<file path="src/rtl/dac_seq_pkg.sv">
// Shared types and helpers for the DAC channel sequencer.
package dac_seq_pkg;

    typedef enum logic [1:0] {
        IDLE   = 2'd0,
        GRANT  = 2'd1,
        SETTLE = 2'd2,
        HOLD   = 2'd3
    } seq_state_e;

    localparam int DEF_WIDTH  = 8;
    localparam int DEF_NUM_CH = 4;

    // Upper bounds for the generic slicing helper below.
    localparam int MAX_WIDTH = 32;
    localparam int MAX_BUS   = 1024;

    function automatic logic [MAX_WIDTH-1:0] ch_code(
        input logic [MAX_BUS-1:0] bus,
        input int unsigned        c,
        input int unsigned        width
    );
        ch_code = MAX_WIDTH'(bus >> (c * width));
    endfunction

endpackage

</file>
<file path="src/rtl/dac_ch_sequencer_rr_arbiter.sv">
// Combinational round-robin search: first requesting index at or after ptr, wrapping.
module rr_arbiter #(
    parameter  int N  = 4,
    localparam int IW = $clog2(N)
) (
    input  logic [N-1:0]  req,
    input  logic [IW-1:0] ptr,
    output logic [IW-1:0] gnt_idx,
    output logic          any_req
);

    int j;

    always_comb begin
        gnt_idx = '0;
        any_req = 1'b0;
        j       = 0;
        for (int i = 0; i < N; i++) begin
            j = int'(ptr) + i;
            if (j >= N) j = j - N;
            if (!any_req && req[IW'(j)]) begin
                any_req = 1'b1;
                gnt_idx = IW'(j);
            end
        end
    end

endmodule

</file>
<file path="src/rtl/dac_ch_sequencer.sv">
// Shares one DAC between NUM_CH requesters: round-robin grant, load code, settle, strobe S/H.
module dac_ch_sequencer
    import dac_seq_pkg::*;
#(
    parameter  int               WIDTH         = DEF_WIDTH,
    parameter  int               NUM_CH        = DEF_NUM_CH,
    parameter  int               SETTLE_CYCLES = 16,
    parameter  int               HOLD_CYCLES   = 2,
    parameter  logic [WIDTH-1:0] PARK_CODE     = '0,
    localparam int               CW            = $clog2(NUM_CH)
) (
    input  logic                    clk,
    input  logic                    rst,
    // Handshake: channel c's request is consumed on the rising edge where req_valid[c]
    // and req_ready[c] are both high; req_valid must stay high (code stable) until then.
    input  logic [NUM_CH-1:0]       req_valid,
    input  logic [NUM_CH*WIDTH-1:0] req_code,
    output logic [NUM_CH-1:0]       req_ready,
    output logic [WIDTH-1:0]        dac_code,
    output logic [NUM_CH-1:0]       sh_strobe,
    output logic [CW-1:0]           cur_ch,
    output logic                    busy,
    output seq_state_e              dbg_state
);

    localparam int               SW          = (SETTLE_CYCLES > 0) ? $clog2(SETTLE_CYCLES + 1) : 1;
    localparam int               HW          = $clog2(HOLD_CYCLES + 1);
    localparam logic [SW-1:0]    SETTLE_LOAD = SW'(SETTLE_CYCLES - 1);
    localparam logic [HW-1:0]    HOLD_LOAD   = HW'(HOLD_CYCLES - 1);

    seq_state_e       state;
    logic [CW-1:0]    rr_ptr;
    logic [SW-1:0]    settle_cnt;
    logic [HW-1:0]    hold_cnt;
    logic [CW-1:0]    gnt_idx;
    logic             any_req;
    logic [WIDTH-1:0] grant_code;

    rr_arbiter #(.N(NUM_CH)) u_arb (
        .req     (req_valid),
        .ptr     (rr_ptr),
        .gnt_idx (gnt_idx),
        .any_req (any_req)
    );

    assign grant_code = WIDTH'(ch_code(MAX_BUS'(req_code), 32'(cur_ch), WIDTH));
    assign dbg_state  = state;

    always_ff @(posedge clk or posedge rst) begin
        if (rst) begin
            state      <= IDLE;
            dac_code   <= PARK_CODE;
            req_ready  <= '0;
            sh_strobe  <= '0;
            busy       <= 1'b0;
            cur_ch     <= '0;
            rr_ptr     <= '0;
            settle_cnt <= '0;
            hold_cnt   <= '0;
        end else begin
            case (state)
                IDLE: begin
                    if (any_req) begin
                        cur_ch    <= gnt_idx;
                        req_ready <= NUM_CH'(1) << gnt_idx;
                        busy      <= 1'b1;
                        state     <= GRANT;
                    end
                end
                GRANT: begin
                    req_ready <= '0;
                    if (!req_valid[cur_ch]) begin
                        // Requester withdrew before acceptance: drop it, keep pointer and code.
                        busy  <= 1'b0;
                        state <= IDLE;
                    end else begin
                        dac_code <= grant_code;
                        if ((grant_code != dac_code) && (SETTLE_CYCLES > 0)) begin
                            settle_cnt <= SETTLE_LOAD;
                            state      <= SETTLE;
                        end else begin
                            sh_strobe <= NUM_CH'(1) << cur_ch;
                            hold_cnt  <= HOLD_LOAD;
                            state     <= HOLD;
                        end
                    end
                end
                SETTLE: begin
                    if (settle_cnt == '0) begin
                        sh_strobe <= NUM_CH'(1) << cur_ch;
                        hold_cnt  <= HOLD_LOAD;
                        state     <= HOLD;
                    end else begin
                        settle_cnt <= settle_cnt - 1'b1;
                    end
                end
                HOLD: begin
                    if (hold_cnt == '0) begin
                        sh_strobe <= '0;
                        busy      <= 1'b0;
                        rr_ptr    <= (cur_ch == CW'(NUM_CH - 1)) ? '0 : cur_ch + 1'b1;
                        state     <= IDLE;
                    end else begin
                        hold_cnt <= hold_cnt - 1'b1;
                    end
                end
                default: state <= IDLE;
            endcase
        end
    end

endmodule

</file>
<file path="config.mk">
export PLATFORM = sky130hd
export DESIGN_NAME = dac_ch_sequencer
export DESIGN_NICKNAME = d
export VERILOG_FILES = /design/src/rtl/dac_seq_pkg.sv /design/src/rtl/dac_ch_sequencer_rr_arbiter.sv /design/src/rtl/dac_ch_sequencer.sv
export SDC_FILE = /design/constraint.sdc
export NUM_CORES = 1
export LEC_CHECK = 0
export BUFFER_PORTS_ARGS = -buffer_cell sky130_fd_sc_hd__buf_2
export CAP_MARGIN = 25
export CORE_MARGIN = 2
export CORE_UTILIZATION = 35
export DETAILED_ROUTE_END_ITERATION = 8
export PLACE_DENSITY_LB_ADDON = 0.12
export SKIP_LAST_GASP = 1
export SLEW_MARGIN = 10
export SYNTH_ARGS = -nofsm -noshare
export SYNTH_HDL_FRONTEND = slang
export SYNTH_SLANG_ARGS = --single-unit
</file>
<file path="constraint.sdc">
create_clock -name clk -period 4.5 [get_ports clk]
set_clock_uncertainty 0.1 [all_clocks]
set_input_delay 0.225 -clock clk [delete_from_list [all_inputs] [get_ports clk]]
set_output_delay 0.225 -clock clk [all_outputs]
set_load 0.02 [all_outputs]
</file>
---- After elaboration in Yosys (flattened, before gate mapping) ----
Index checks and enable logic that the tools add are counted.
storage, ports and cells
  bits in registers ....................... 30
  output and inout port bits .............. 21
operators by class
  add/subtract/negate cells ............... 10
  $lt $le $gt $ge ......................... 9
  equal/unequal tests ..................... 14
  shifts and indexed selects .............. 3
  mux-type cells .......................... 53
  reductions and logical operators ........ 22
operators with widths
  kind                                                                           number
  2-bit two-way mux                                                              17
  32-bit by 5-bit >> shifter with 8-bit output                                   1
  4-bit two-way mux                                                              5
  2-bit inequality test (second input constant)                                  9
  1-bit two-way mux                                                              17
  2-bit by 4-bit less-than comparator with 1-bit output (second input constant)  4
  5-bit two-way mux                                                              3
  4-bit case mux with 3 select lines                                             1
  1-bit binary-select mux with 2-bit select                                      5
  5-bit case mux with 2 select lines                                             1
  5-bit AND reduction                                                            2
  2-bit by 1-bit subtractor with 2-bit output (second input constant)            5
  3-bit >= comparator (second input constant)                                    3
  8-bit inequality test                                                          1
  2-bit case mux with 4 select lines                                             1
  4-bit case mux with 2 select lines                                             1
  2-bit AND reduction                                                            4
  4-bit AND reduction                                                            2
  1-bit by 2-bit << shifter with 4-bit output (first input constant)             2
  2-bit by 2-bit adder with 3-bit output (second input constant)                 2
  2-bit == test (second input constant)                                          3
  2-bit case mux with 3 select lines                                             1
  3-bit nonzero test                                                             2
  5-bit logical NOT                                                              1
  other kinds (12)                                                               18

---- Longest topological paths before layout ----
  depth after elaboration ................. 18
  depth in mapped cells ................... 9
  gate-level depth less buffers ........... 8

---- Hierarchy ----
From an unflattened synthesis, not the netlist that was laid out.
second synthesis, totals
  cells, all modules ...................... 168
  area, all modules ....................... 1891.8 µm²
by module, submodules not included
  module            times used  cells an instance  area each (µm²)
  dac_ch_sequencer  1           153                1814.2
  rr_arbiter        1           15                 77.6

---- Least setup slack after synthesis ----
Ideal clock, no wire load.
  path kind ............................... reg-to-reg
  start ................................... register cur_ch[0]
  end ..................................... register sh_strobe[0]
  library setup time ...................... 121 ps
  arrival ................................. 2574 ps
  path slack .............................. 1705 ps
  stages on the path, launching flop included .. 8
  buffers on the path ..................... 1
  period minus slack after synthesis ...... 2795 ps
  path through ............................ dfrtp_1 buf_4 mux4_2 xnor2_1 nand4_1 o21a_1 or4_4 a22o_1
between the ends
  longest elaborated chain between the ends .. 4
  elaborated cells on any way between the ends .. 12
RTL lines
  element                                                                                     line                    RTL
  start, declared                                                                             dac_ch_sequencer.sv:21  output logic [CW-1:0] cur_ch,
  start signal, assigned                                                                      dac_ch_sequencer.sv:64  cur_ch <= gnt_idx;
  32-bit by 5-bit >> shifter with 8-bit output, or another cell as far along                  dac_seq_pkg.sv:23       ch_code = MAX_WIDTH'(bus >> (c * width));
  8-bit inequality test, or another cell as far along                                         dac_ch_sequencer.sv:78  if ((grant_code != dac_code) && (SETTLE_CYCLES > 0)) begin
  2-bit inequality test (no line) / 4-bit two-way mux (equally long branches)                 --
  5-bit AND reduction (no line) / 4-bit case mux with 3 select lines (equally long branches)  --
  end signal, assigned                                                                        dac_ch_sequencer.sv:82  sh_strobe <= NUM_CH'(1) << cur_ch;
  end signal, assigned                                                                        dac_ch_sequencer.sv:90  sh_strobe <= NUM_CH'(1) << cur_ch;
  end, declared                                                                               dac_ch_sequencer.sv:20  output logic [NUM_CH-1:0] sh_strobe,
Parallel ways exist; a longest one is shown, timed or not. The select of a mux whose other input is x is not followed.
A chain may end at the register's enable or synchronous reset.

---- Worst setup path after layout ----
  start ................................... register cur_ch[0]
  end ..................................... register sh_strobe[3]
The elaborated chain is that of the path after synthesis.

==> flow_metrics.env <==
export IMPL_fin_crit_sh_pct=68.2
export IMPL_hp_class="in -> reg"
export IMPL_final_util_pct=46.6
export IMPL_final_max_slew_violation_count=0
export IMPL_seqCellArea_um2=751
export IMPL_grt_pass1_vias=1495
export IMPL_fin_crit_ns=3.07
export IMPL_power_leakage_nw=1.04
export IMPL_hpwl_mm=3.06
export IMPL_clockRootBuffer="clkbuf_8"
export IMPL_final_cell_mix="58 x buf_2, 30 x dfrtp_1, 13 x inv_1"
export IMPL_via_per_inst=4.98
export IMPL_synth_edf_count=0
export IMPL_synthXorXnorAreaFrac_pct=5.56
export IMPL_ys_flop_type="dfrtp_1"
export IMPL_antennaDiodeCount=0
export IMPL_fin_setup_tns_ns=0
export IMPL_globalplace_congestion=0.803
export IMPL_netlist_area_mm2=0.00173
export IMPL_layout_nets=261
export IMPL_timing_final_ws_setup_ns=1.43
export IMPL_drtIter0Drc=28
export IMPL_timing_max_cap_violations=0
export IMPL_synth_ff_latch_count=30
export IMPL_portBuffers=58
export IMPL_ys_seq_area_share_pct=43.4
export IMPL_wl_per_cell_um=14.0
export IMPL_setup_viol=0
export IMPL_yosys_area_share_simple_pct=10.8
export IMPL_numCtsBuffers=5
export IMPL_cp_arrival_ns=3.14
export IMPL_core_mm2=0.00475
export IMPL_hold_depth=3
export IMPL_tightest_slew_ns=0.731
export IMPL_die_w_um=74.3
export IMPL_clock_sinks=30
export IMPL_drive_gt1_share_pct=40.6
export IMPL_cts_setup_buffers=0
export IMPL_synth_mux_area_share_pct=17.6
export IMPL_synth_fa_ha_area_share_pct=5.06
export IMPL_area_delta_synth_final_pct=27.9
export IMPL_end_kind="flip-flop"
export IMPL_ys_types=30
export IMPL_via_count=1414
export IMPL_ant_nets=0
export IMPL_synth_nets=199
export IMPL_critPathKind="reg -> reg"
export IMPL_worstSetupStartpointType="flip-flop"
export IMPL_final_common_cell="buf_2"
export IMPL_pin_count=59
export IMPL_clk_latency_ns=0.28
export IMPL_first_pass_iters=4
export IMPL_htreeDepth=2
export IMPL_synth_top_family_by_area="multiplexers"
export IMPL_rr_worst_depth=6
export IMPL_die_y_um=74.3
export IMPL_cellPowerDensity_mw_per_mm2=704
export IMPL_clk_pin_slew_ns=0.07
export IMPL_rsz0062_at_grt="no"
export IMPL_final_hold_viol_count=0
export IMPL_cts_max_path_buffers=2
export IMPL_grt_pass1_wl_mm=6.81
export IMPL_drc_errors=0
export IMPL_fmax_mhz=326
export IMPL_grt_antenna_before_repair=0
export IMPL_wirelength_mm=3.97
export IMPL_async_flop_share_pct=100
export IMPL_relSlewSlack_pct=51.3
export IMPL_syn_avg_cell_area_um2=11.2
export IMPL_irDropWorstVdd_uv=345
export IMPL_die_area_mm2=0.00553
export IMPL_crit_fanout=15
export IMPL_synth_compound_area_share_pct=13.6
export IMPL_fillers=469
export IMPL_status="complete, no violations"
export IMPL_dpl_worst_slack_ns=1.43
export IMPL_grt_start_max_net_pins=31
export IMPL_yosysWarnings=0
export IMPL_initial_core_util_pct=36.4
export IMPL_fp_row_count=25
export IMPL_grt_use_total_pct=16.2
export IMPL_grt_ovfl_total=0
export IMPL_critical_path_required_ns=4.57
export IMPL_multiInputGateArea_um2=910
export IMPL_syn_inst=154
export IMPL_tritoncts="yes"
export IMPL_p_total_mw=1.56
## registers in the layout (all words and copies together), names as in the netlist, named ones only
register and flops:
req_ready 4, rr_ptr 2, cur_ch 2, settle_cnt 5
busy 1, sh_strobe 4, dac_code 8, dbg_state 1
hold_cnt 2
## Yosys cell counts (3+ instances only)
| library cell | n | area share (%) |
|---|---|---|
| a21oi_1 | 8 | 2.3 |
| a22o_1 | 8 | 4.0 |
| clkbuf_1 | 4 | 0.87 |
| dfrtp_1 | 30 | 43 |
| ha_1 | 7 | 5.1 |
| inv_1 | 13 | 2.8 |
| mux2_2 | 9 | 5.9 |
| mux4_2 | 9 | 12 |
| nand2_1 | 9 | 2.0 |
| nand3_1 | 3 | 0.87 |
| nor2_1 | 10 | 2.2 |
| nor2b_1 | 3 | 1.1 |
| nor3_1 | 4 | 1.2 |
| o21ai_0 | 4 | 1.2 |
| o22ai_1 | 5 | 1.8 |
| xnor2_1 | 9 | 4.6 |
## cell families (layout without fill, tap and decap cells)
| logic type | after synthesis | count (layout) |
|---|---|---|
| compound gates | 34 | 34 |
| xor+xnor | 11 | 11 |
| fa+ha+maj | 7 | 7 |
| buf+inv | 18 | 81 |
| flops | 30 | 30 |
| mux | 18 | 18 |
| simple gates | 36 | 36 |
## per-layer routing
| metal | track usage (%) | wire length [um] |
|---|---|---|
| met5 | 0 | 0 |
| met2 | 27.6 | 2080 |
| met4 | 4.56 | 31 |
| met3 | 4.34 | 166 |
| met1 | 20.3 | 1700 |
## layout make-up
type	instances	area share, %
clock buffers	5	3.11
clock inverters	3	2.03
inverters	13	2.20
multi-input cells	106	41.1
flip-flops and latches	30	33.9
well taps	67	3.79
repair buffers	60	13.9
## power breakdown
group	total, mW	switching [mW]	internal (mW)
combinational	0.761	0.398	0.363
sequential	0.526	0.140	0.386
clock	0.273	0.109	0.165
## worst paths after layout
check / from / endpoint / slack [ns]
setup / recovery: cur_ch[0] / sh_strobe[3] / 1.43
hold / removal: req_code[16] / dac_code[0] / 0.33
setup reg to reg: cur_ch[0] / sh_strobe[3] / 1.43
hold reg to reg: req_ready[1] / req_ready[1] / 0.40
max in group asynchronous: rst / sh_strobe[1] / 3.56
min in group asynchronous: rst / sh_strobe[2] / 0.46
## timing repair
action | 4_1_cts | 5_1_grt
gates resized for setup | 0 | 0
hold buffers | 1 | 0
endpoints found under the hold margin | 30 | 0
## critical path, cell delays in order, from the launching register on
cell	delay [ns]
dfrtp_1	0.82
mux4_2	0.61
xnor2_1	0.17
nand4_1	0.19
o21a_1	0.28
or4_4	0.57
a22o_1	0.21
## per-stage QoR
| stage | instances | hold slack (ns) | cell area [um2] |
|---|---|---|---|
| after detailed placement | 275 | 0.219 | 2090 |
| after global placement | 275 | 0.221 | 2090 |
| final | 284 | 0.327 | 2210 |
| after CTS | 284 | 0.314 | 2210 |
| after global routing | 284 | 0.329 | 2210 |
| after floorplan | 154 | 0.216 | 1730 |
Note: power is estimated with default switching activity, not from simulation.
